<file path="src/rtl/serial_adder_if.sv">
// Operand/result bundle for the bit-serial adder.
// The sub line exists only when SERIAL_ADDER_SUB_EN is defined.
interface serial_adder_if #(parameter int WIDTH = 8);
    logic             start;
    logic [WIDTH-1:0] a;
    logic [WIDTH-1:0] b;
    logic             cin;
`ifdef SERIAL_ADDER_SUB_EN
    logic             sub;
`endif
    logic             busy;
    logic             done;
    logic [WIDTH-1:0] sum;
    logic             carry;

    modport master (
        output start, a, b, cin,
`ifdef SERIAL_ADDER_SUB_EN
        output sub,
`endif
        input  busy, done, sum, carry
    );

    modport slave (
        input  start, a, b, cin,
`ifdef SERIAL_ADDER_SUB_EN
        input  sub,
`endif
        output busy, done, sum, carry
    );
endinterface

</file>
<file path="src/rtl/serial_adder.sv">
// Bit-serial adder: one full-add step per clock, WIDTH cycles per result.
// Define SERIAL_ADDER_SUB_EN to add the sub port (a - b with not-borrow on carry).
module serial_adder #(
    parameter int WIDTH = 8
) (
    input  logic           clk,
    input  logic           rst,
    serial_adder_if.slave  bus
);
    localparam int CW = (WIDTH > 1) ? $clog2(WIDTH) : 1;

    typedef enum logic [1:0] {IDLE, RUN, DONE} state_t;

    state_t           state, state_nx;
    logic [WIDTH-1:0] sa, sb, ps_nx, sum_r, b_ld;
    logic [CW-1:0]    cnt;
    logic             c, c_nx, c_ld, s, carry_r, accept, last;

    assign accept = bus.start && (state == IDLE || state == DONE);
    assign last   = (state == RUN) && (cnt == CW'(WIDTH - 1));
    assign s      = sa[0] ^ sb[0] ^ c;
    assign c_nx   = (sa[0] & sb[0]) | (c & (sa[0] ^ sb[0]));

`ifdef SERIAL_ADDER_SUB_EN
    // Subtract as a + ~b + 1; cin is ignored while sub is set.
    assign b_ld = bus.sub ? ~bus.b : bus.b;
    assign c_ld = bus.sub | bus.cin;
`else
    assign b_ld = bus.b;
    assign c_ld = bus.cin;
`endif

    // Only WIDTH-1 earlier bits need storage; the newest bit joins on the final edge.
    if (WIDTH == 1) begin : g_w1
        assign ps_nx = s;
    end else begin : g_wn
        logic [WIDTH-2:0] ps;
        always_ff @(posedge clk or posedge rst) begin
            if (rst)                ps <= '0;
            else if (state == RUN)  ps <= ps_nx[WIDTH-1:1];
        end
        assign ps_nx = {s, ps};
    end

    // NOTE: sequential state uses non-blocking assignments so every register samples pre-edge values.
    always_ff @(posedge clk or posedge rst) begin
        if (rst) state <= IDLE;
        else     state <= state_nx;
    end

    // NOTE: the default assignment first keeps this block combinational (no latch).
    always_comb begin
        state_nx = state;
        case (state)
            IDLE:    if (bus.start) state_nx = RUN;
            RUN:     if (last)      state_nx = DONE;
            DONE:    state_nx = bus.start ? RUN : IDLE;
            default: state_nx = IDLE;
        endcase
    end

    always_ff @(posedge clk or posedge rst) begin
        if (rst) begin
            sa      <= '0;
            sb      <= '0;
            c       <= 1'b0;
            cnt     <= '0;
            sum_r   <= '0;
            carry_r <= 1'b0;
        end else if (accept) begin
            sa  <= bus.a;
            sb  <= b_ld;
            c   <= c_ld;
            cnt <= '0;
        end else if (state == RUN) begin
            sa  <= sa >> 1;
            sb  <= sb >> 1;
            c   <= c_nx;
            cnt <= cnt + 1'b1;
            // Result registers move only here, so they hold across idle and later runs.
            if (last) begin
                sum_r   <= ps_nx;
                carry_r <= c_nx;
            end
        end
    end

    assign bus.busy  = (state == RUN);
    assign bus.done  = (state == DONE);
    assign bus.sum   = sum_r;
    assign bus.carry = carry_r;
endmodule

</file>
<file path="src/flat_wrapper.sv">
// flat-port wrapper written by rule: the top's interface ports become plain ports
module serial_adder_flat 
#(
    parameter int WIDTH = 8
)
  (clk, rst, bus_start, bus_a, bus_b, bus_cin, bus_busy, bus_done, bus_sum, bus_carry);
  serial_adder_if #(.WIDTH(WIDTH)) bus_i ();
  input  logic clk;
  input  logic rst;
  input wire logic [$bits(bus_i.start)-1:0] bus_start;
  input wire logic [$bits(bus_i.a)-1:0] bus_a;
  input wire logic [$bits(bus_i.b)-1:0] bus_b;
  input wire logic [$bits(bus_i.cin)-1:0] bus_cin;
  output wire logic [$bits(bus_i.busy)-1:0] bus_busy;
  output wire logic [$bits(bus_i.done)-1:0] bus_done;
  output wire logic [$bits(bus_i.sum)-1:0] bus_sum;
  output wire logic [$bits(bus_i.carry)-1:0] bus_carry;
  assign bus_i.start = bus_start;
  assign bus_i.a = bus_a;
  assign bus_i.b = bus_b;
  assign bus_i.cin = bus_cin;
  assign bus_busy = bus_i.busy;
  assign bus_done = bus_i.done;
  assign bus_sum = bus_i.sum;
  assign bus_carry = bus_i.carry;
  serial_adder #(.WIDTH(WIDTH)) u_core (.clk(clk), .rst(rst), .bus(bus_i));
endmodule
</file>
<file path="config.mk">
export PLATFORM = sky130hd
export DESIGN_NAME = serial_adder_flat
export DESIGN_NICKNAME = d
export VERILOG_FILES = /design/src/rtl/serial_adder_if.sv /design/src/rtl/serial_adder.sv /design/src/flat_wrapper.sv
export SDC_FILE = /design/constraint.sdc
export NUM_CORES = 1
export LEC_CHECK = 0
export BUFFER_PORTS_ARGS = -buffer_cell sky130_fd_sc_hd__buf_2
export CORE_MARGIN = 2
export CORE_UTILIZATION = 30
export DETAILED_ROUTE_END_ITERATION = 8
export PLACE_DENSITY = 0.56
export SYNTH_ARGS = -nofsm -noshare
export SYNTH_HDL_FRONTEND = slang
export SYNTH_SLANG_ARGS = --single-unit
export TNS_END_PERCENT = 50
</file>
<file path="constraint.sdc">
create_clock -name clk -period 1.6 [get_ports clk]
set_clock_uncertainty 0.05 [all_clocks]
set_input_delay 0.16 -clock clk [delete_from_list [all_inputs] [get_ports clk]]
set_output_delay 0.16 -clock clk [all_outputs]
set_load 0.05 [all_outputs]
</file>
# After elaboration in Yosys (flattened, before gate mapping)
# Index checks and enable logic that the tools add are counted.
# word_totals
reg_bits	38
mem_bits_ro	0
out_inout_bits	11
mem_bits_rw	0
elab_cells	39
in_bits	20
mem_count	0
latch_bits	0
# classes
n_bitwise	6
add_sub_neg	1
shifts	0
eq_ne	5
order_cmp	0
mux	12
mul	0
n_div	0
n_reduce_logical	7
# op_table
operator	count
8-bit 2-to-1 mux	4
3-bit 2-to-1 mux	2
2-bit one-hot mux with 3 select lines	1
2-bit 2-to-1 mux	2
3-bit by 1-bit adder with 3-bit output (second input constant)	1
3-bit == test (second input constant)	1
1-bit 2-to-1 mux	3
3-bit AND reduction	1
1-bit bitwise AND	2
2-bit by 1-bit == test with 1-bit output (second input constant)	1
2-bit == test (second input constant)	1
1-bit logical AND	2
2-bit logical NOT	1
2-bit by 1-bit != test with 1-bit output (second input constant)	1
2-bit != test (second input constant)	1
2-bit AND reduction	1
2-bit nonzero test	1
1-bit XOR	2
1-bit logical OR	1
1-bit NOT	1
1-bit bitwise OR	1

# Depth between registers and ports, before layout
# logic_depth
depth_word	5
depth_mapped	4
ltp_nobuf	4

# Worst setup path after synthesis
# No wires, ideal clock.
# synth_timing
path_type	reg2out
from	reg u_core.state[1]
to	out bus_done
required_time_ns	1.390
path_buffers	2
path_slack_ns	0.015
stages_incl_launch_ff	4
arrival_ns	1.375
path_cell_list	dfrtp_1 > buf_6 > buf_6 > nor2b_1
# synth_between
elab_chain_cells	1
# synth_rtl
item	line_no	source
start: declaration	serial_adder.sv:14	state_t state, state_nx;
start signal: assignment	serial_adder.sv:48	else state <= state_nx;
2-bit == test	serial_adder.sv:89	assign bus.done = (state == DONE);
end: declaration	flat_wrapper.sv:15	output wire logic [$bits(bus_i.done)-1:0] bus_done;
# No other way between the ends.

# Final worst setup path
# layout_timing
from	reg u_core.cnt[0]
to	reg u_core.cnt[2]
# layout_between
elab_chain_cells	3
# layout_rtl
item	line_no	source
start: declaration	serial_adder.sv:16	logic [CW-1:0] cnt;
start signal: assignment	serial_adder.sv:79	cnt <= cnt + 1'b1;
3-bit by 1-bit adder with 3-bit output	serial_adder.sv:79	
3-bit 2-to-1 mux	serial_adder.sv:75	end else if (state == RUN) begin
3-bit 2-to-1 mux	serial_adder.sv:70	end else if (accept) begin
# No other way between the ends. The select of a mux whose other input is x is not followed.
# A chain may end at the register's enable or synchronous reset.

==> impl_metrics.py <==
metrics = {
    "pwr": {
        "p_leak_nw": 1.012,
        "total_power_w": 0.004400,
        "peakVddDrop_mv": 0.8842,
        "p_per_area_nw_per_um2": 2000,
    },
    "setup_path": {
        "cp.arrival_ps": 1650,
        "crit_chain": "ha_1 -> ha_1 -> mux2_4 -> a22o_1",
        "timing.rr.start": "u_core.cnt[0]$_DFFE_PP0P_",
        "reg2reg_slack_ps": 70,
        "path_max_fanout": 3,
        "crit_path_top_delay_cell": "dfrtp_1",
        "cp_data_required_time_ps": 1730,
        "r2r_end": "u_core.cnt[2]$_DFFE_PP0P_",
        "critPathMostFrequentCell": "ha_1",
        "worstSetupEndpointType": "register",
        "critPathLaunch": "u_core.cnt[0]$_DFFE_PP0P_",
        "cp-start-kind": "register",
        "worst-r2r-cell-count": 4,
        "crit_type": "reg2reg",
        "max_stage_delay_ps": 400,
    },
    "sta": {
        "timing.final.ws_setup_ps": 73.22,
        "min_period_over_period_pct": 95.42,
        "slew_viol_final": 0,
        "setup_viol": 0,
        "relSlewSlack_pct": 68.10,
        "period_minus_slack_ps": 1527,
        "fin_tns_setup_ps": 0,
        "rsz0062_at_grt": "no",
        "clock.fmax_mhz": 655.0,
        "worst_pin_slew_ps": 478.5,
        "hold_viol": 0,
    },
    "clocking": {
        "cts_root_buffer": "clkbuf_8",
        "cts_tree": "done",
        "path_clk_slew_ps": 70,
        "clock-sinks": 38,
        "worstSkewPairLatency_ps": 290,
        "h-tree-depth": 2,
        "cts_inserted_buffers": 5,
        "cts_setup_buffers": 0,
        "cts_buffer_depth": 2,
    },
    "finish": {
        "nNetsFinal": 220,
        "seq_area_um2": 950.9,
        "multi_input_area_um2": 827.0,
        "fillers": 601,
        "final-instance-count-excl-fill": 273,
        "areaGrowthSynthToFinish_pct": 17.91,
        "layout-drive-gt1-share_pct": 28.28,
        "antenna_cells": 0,
    },
    "yosys": {
        "ys_async_sr_fraction_pct": 100.0,
        "ys_ff_latch": 38,
        "synth_cell_type_count": 25,
        "synth_area_um2": 1866,
        "synth_top_area_share_pct": 50.97,
        "yosysSeqAreaShare_pct": 50.97,
        "syn_nets": 186,
        "synth.most_common_cell": "dfrtp_1",
        "synth-edff-count": 0,
        "synthTopCellsByCount": "dfrtp_1, nand2_1, mux2i_1",
        "yosys_warnings": 0,
        "synth_ff_type": "dfrtp_1",
        "synth_area_leaders": "dfrtp_1, mux2i_1, mux2_4, a211oi_1, nor2b_1",
        "synth_cells": 163,
        "synth_top_cell_by_area": "dfrtp_1",
        "avgSynthCellArea_um2": 11.45,
    },
    "detailed_routing": {
        "drtIter0Drc": 62,
        "vias_per_cell": 4.615,
        "routed_wl_um": 3379,
        "vias": 1260,
        "drtAntennaViolNets": 0,
        "drtPass1Iterations": 4,
        "avgRoutedWirePerCell_um": 12.38,
        "drc": 0,
    },
    "global_route": {
        "overflow": 0,
        "grt_pass1_wl_um": 5830,
        "grt_start_max_net_pins": 39,
        "grt_antenna_before_repair": 0,
        "grt_pass1_vias": 1204,
        "grt.total_usage_pct": 10.55,
    },
    "floorplanning": {
        "start_util_pct": 31.32,
        "rows": 28,
        "core_um2": 5956,
        "pin_count": 31,
        "die_y_um": 82.86,
        "die_w_um": 82.86,
        "dieArea_um2": 6865,
    },
    "flow_run": {
        "max-cap-violations": 0,
    },
    "hold_path": {
        "hold_class": "in2reg",
        "hold_path_depth": 3,
        "worstHoldStart": "bus_a[2]",
        "min_to": "u_core.sa[2]$_DFFE_PP0P_",
    },
    "place": {
        "dp.cells": 264,
        "gp_congestion": 0.7178,
        "dp_slack_ps": 78.04,
        "place_hpwl_um": 2211,
        "numPortBuffers": 30,
    },
    "outcome": {
        "status": "finished clean",
    },
}
cells by family (layout without fill, tap and decap cells):
kind of cell	count (synthesis)	in the layout	synth area share, %
AO/OA/AOI/OAI	34	34	11.33
multiplexers	26	26	16.63
adder cells (fa/ha/maj)	3	3	2.414
AND/OR/NAND/NOR	49	49	13.95
buffers and inverters	13	48	4.695
flip-flops	38	38	50.97
layout make-up:
cell class | instances | share of cell area [%]
clock buffers | 7 | 3.925
clock inverters | 1 | 0.2275
inverters | 3 | 0.7395
multi-input cells | 112 | 37.60
flip-flops and latches | 38 | 43.23
well taps | 75 | 4.266
repair buffers | 37 | 10.01
layer usage:
metal,wire length (um),up-vias,GRT usage [%]
met5,0,-,0
met4,84,0,5.812
met3,153,7,3.380
met2,1439,25,14.74
met1,1701,586,14.39
li1,-,642,-
state kept, by name, indices dropped and copies added (netlist names):
signal	flops
u_core.bus.sum	8
u_core.sa	8
u_core.sb	8
u_core.g_wn.ps	7
u_core.cnt	3
u_core.state	2
u_core.bus.carry	1
u_core.c	1
through the flow:
stage               utilization [%]  hold WS, ps  cell area [um^2]
floorplan                         -        276.2              1866
global placement              35.19        251.4              2096
detailed placement            35.19        250.5              2096
CTS                           36.89        81.46              2197
global route                  36.93        99.15              2200
finish                        36.93        89.64              2200
timing repair:
action,4_1_cts,5_1_grt
endpoints found under the setup margin,0,1
gates resized for setup,0,1
hold endpoints to repair,38,0
hold buffers,1,0
placed cells by master, fill, tap and decap left out:
cell type	n
nand3b_1	1
nand2b_4	1
a22o_1	1
buf_2	29
dfrtp_1	38
buf_12	1
clkinv_4	1
clkbuf_4	1
mux2_4	10
nand3_1	5
clkbuf_1	1
buf_4	5
o21ai_1	1
a21oi_1	14
inv_1	2
o211ai_1	1
fa_1	1
o21ai_0	3
nor2_1	1
nand2b_1	1
dlygate4sd3_1	1
clkbuf_8	6
nand2_1	24
ha_1	2
clkinv_2	1
nand2_8	1
nor2b_1	15
mux2i_1	16
a211oi_1	14
worst max path at each step:
| stage | slack, ps | cells after the start | end |
|---|---|---|---|
| final | 70 | 4 | u_core.cnt[2]$_DFFE_PP0P_ |
| after floorplan | 10 | 3 | bus_done |
| after detailed placement | 80 | 4 | u_core.cnt[2]$_DFFE_PP0P_ |
| after global placement | 120 | 4 | u_core.cnt[2]$_DFFE_PP0P_ |
| after CTS | 70 | 3 | bus_busy |
| after global routing | 10 | 3 | bus_busy |
report_power, final:
| group | internal, W | switching [W] |
|---|---|---|
| sequential | 0.00142 | 0.000313 |
| clock | 0.000347 | 0.000323 |
| combinational | 0.000815 | 0.00118 |
| total | 0.00258 | 0.00182 |
critical path: cells and delay by family, from the launching register on:
kind / cells / cell delay (ps)
multiplexers: 1 / 270
adder cells (fa/ha/maj): 2 / 470
flip-flops: 1 / 400
AO/OA/AOI/OAI: 1 / 220
Power figures use the tool's default switching activity.
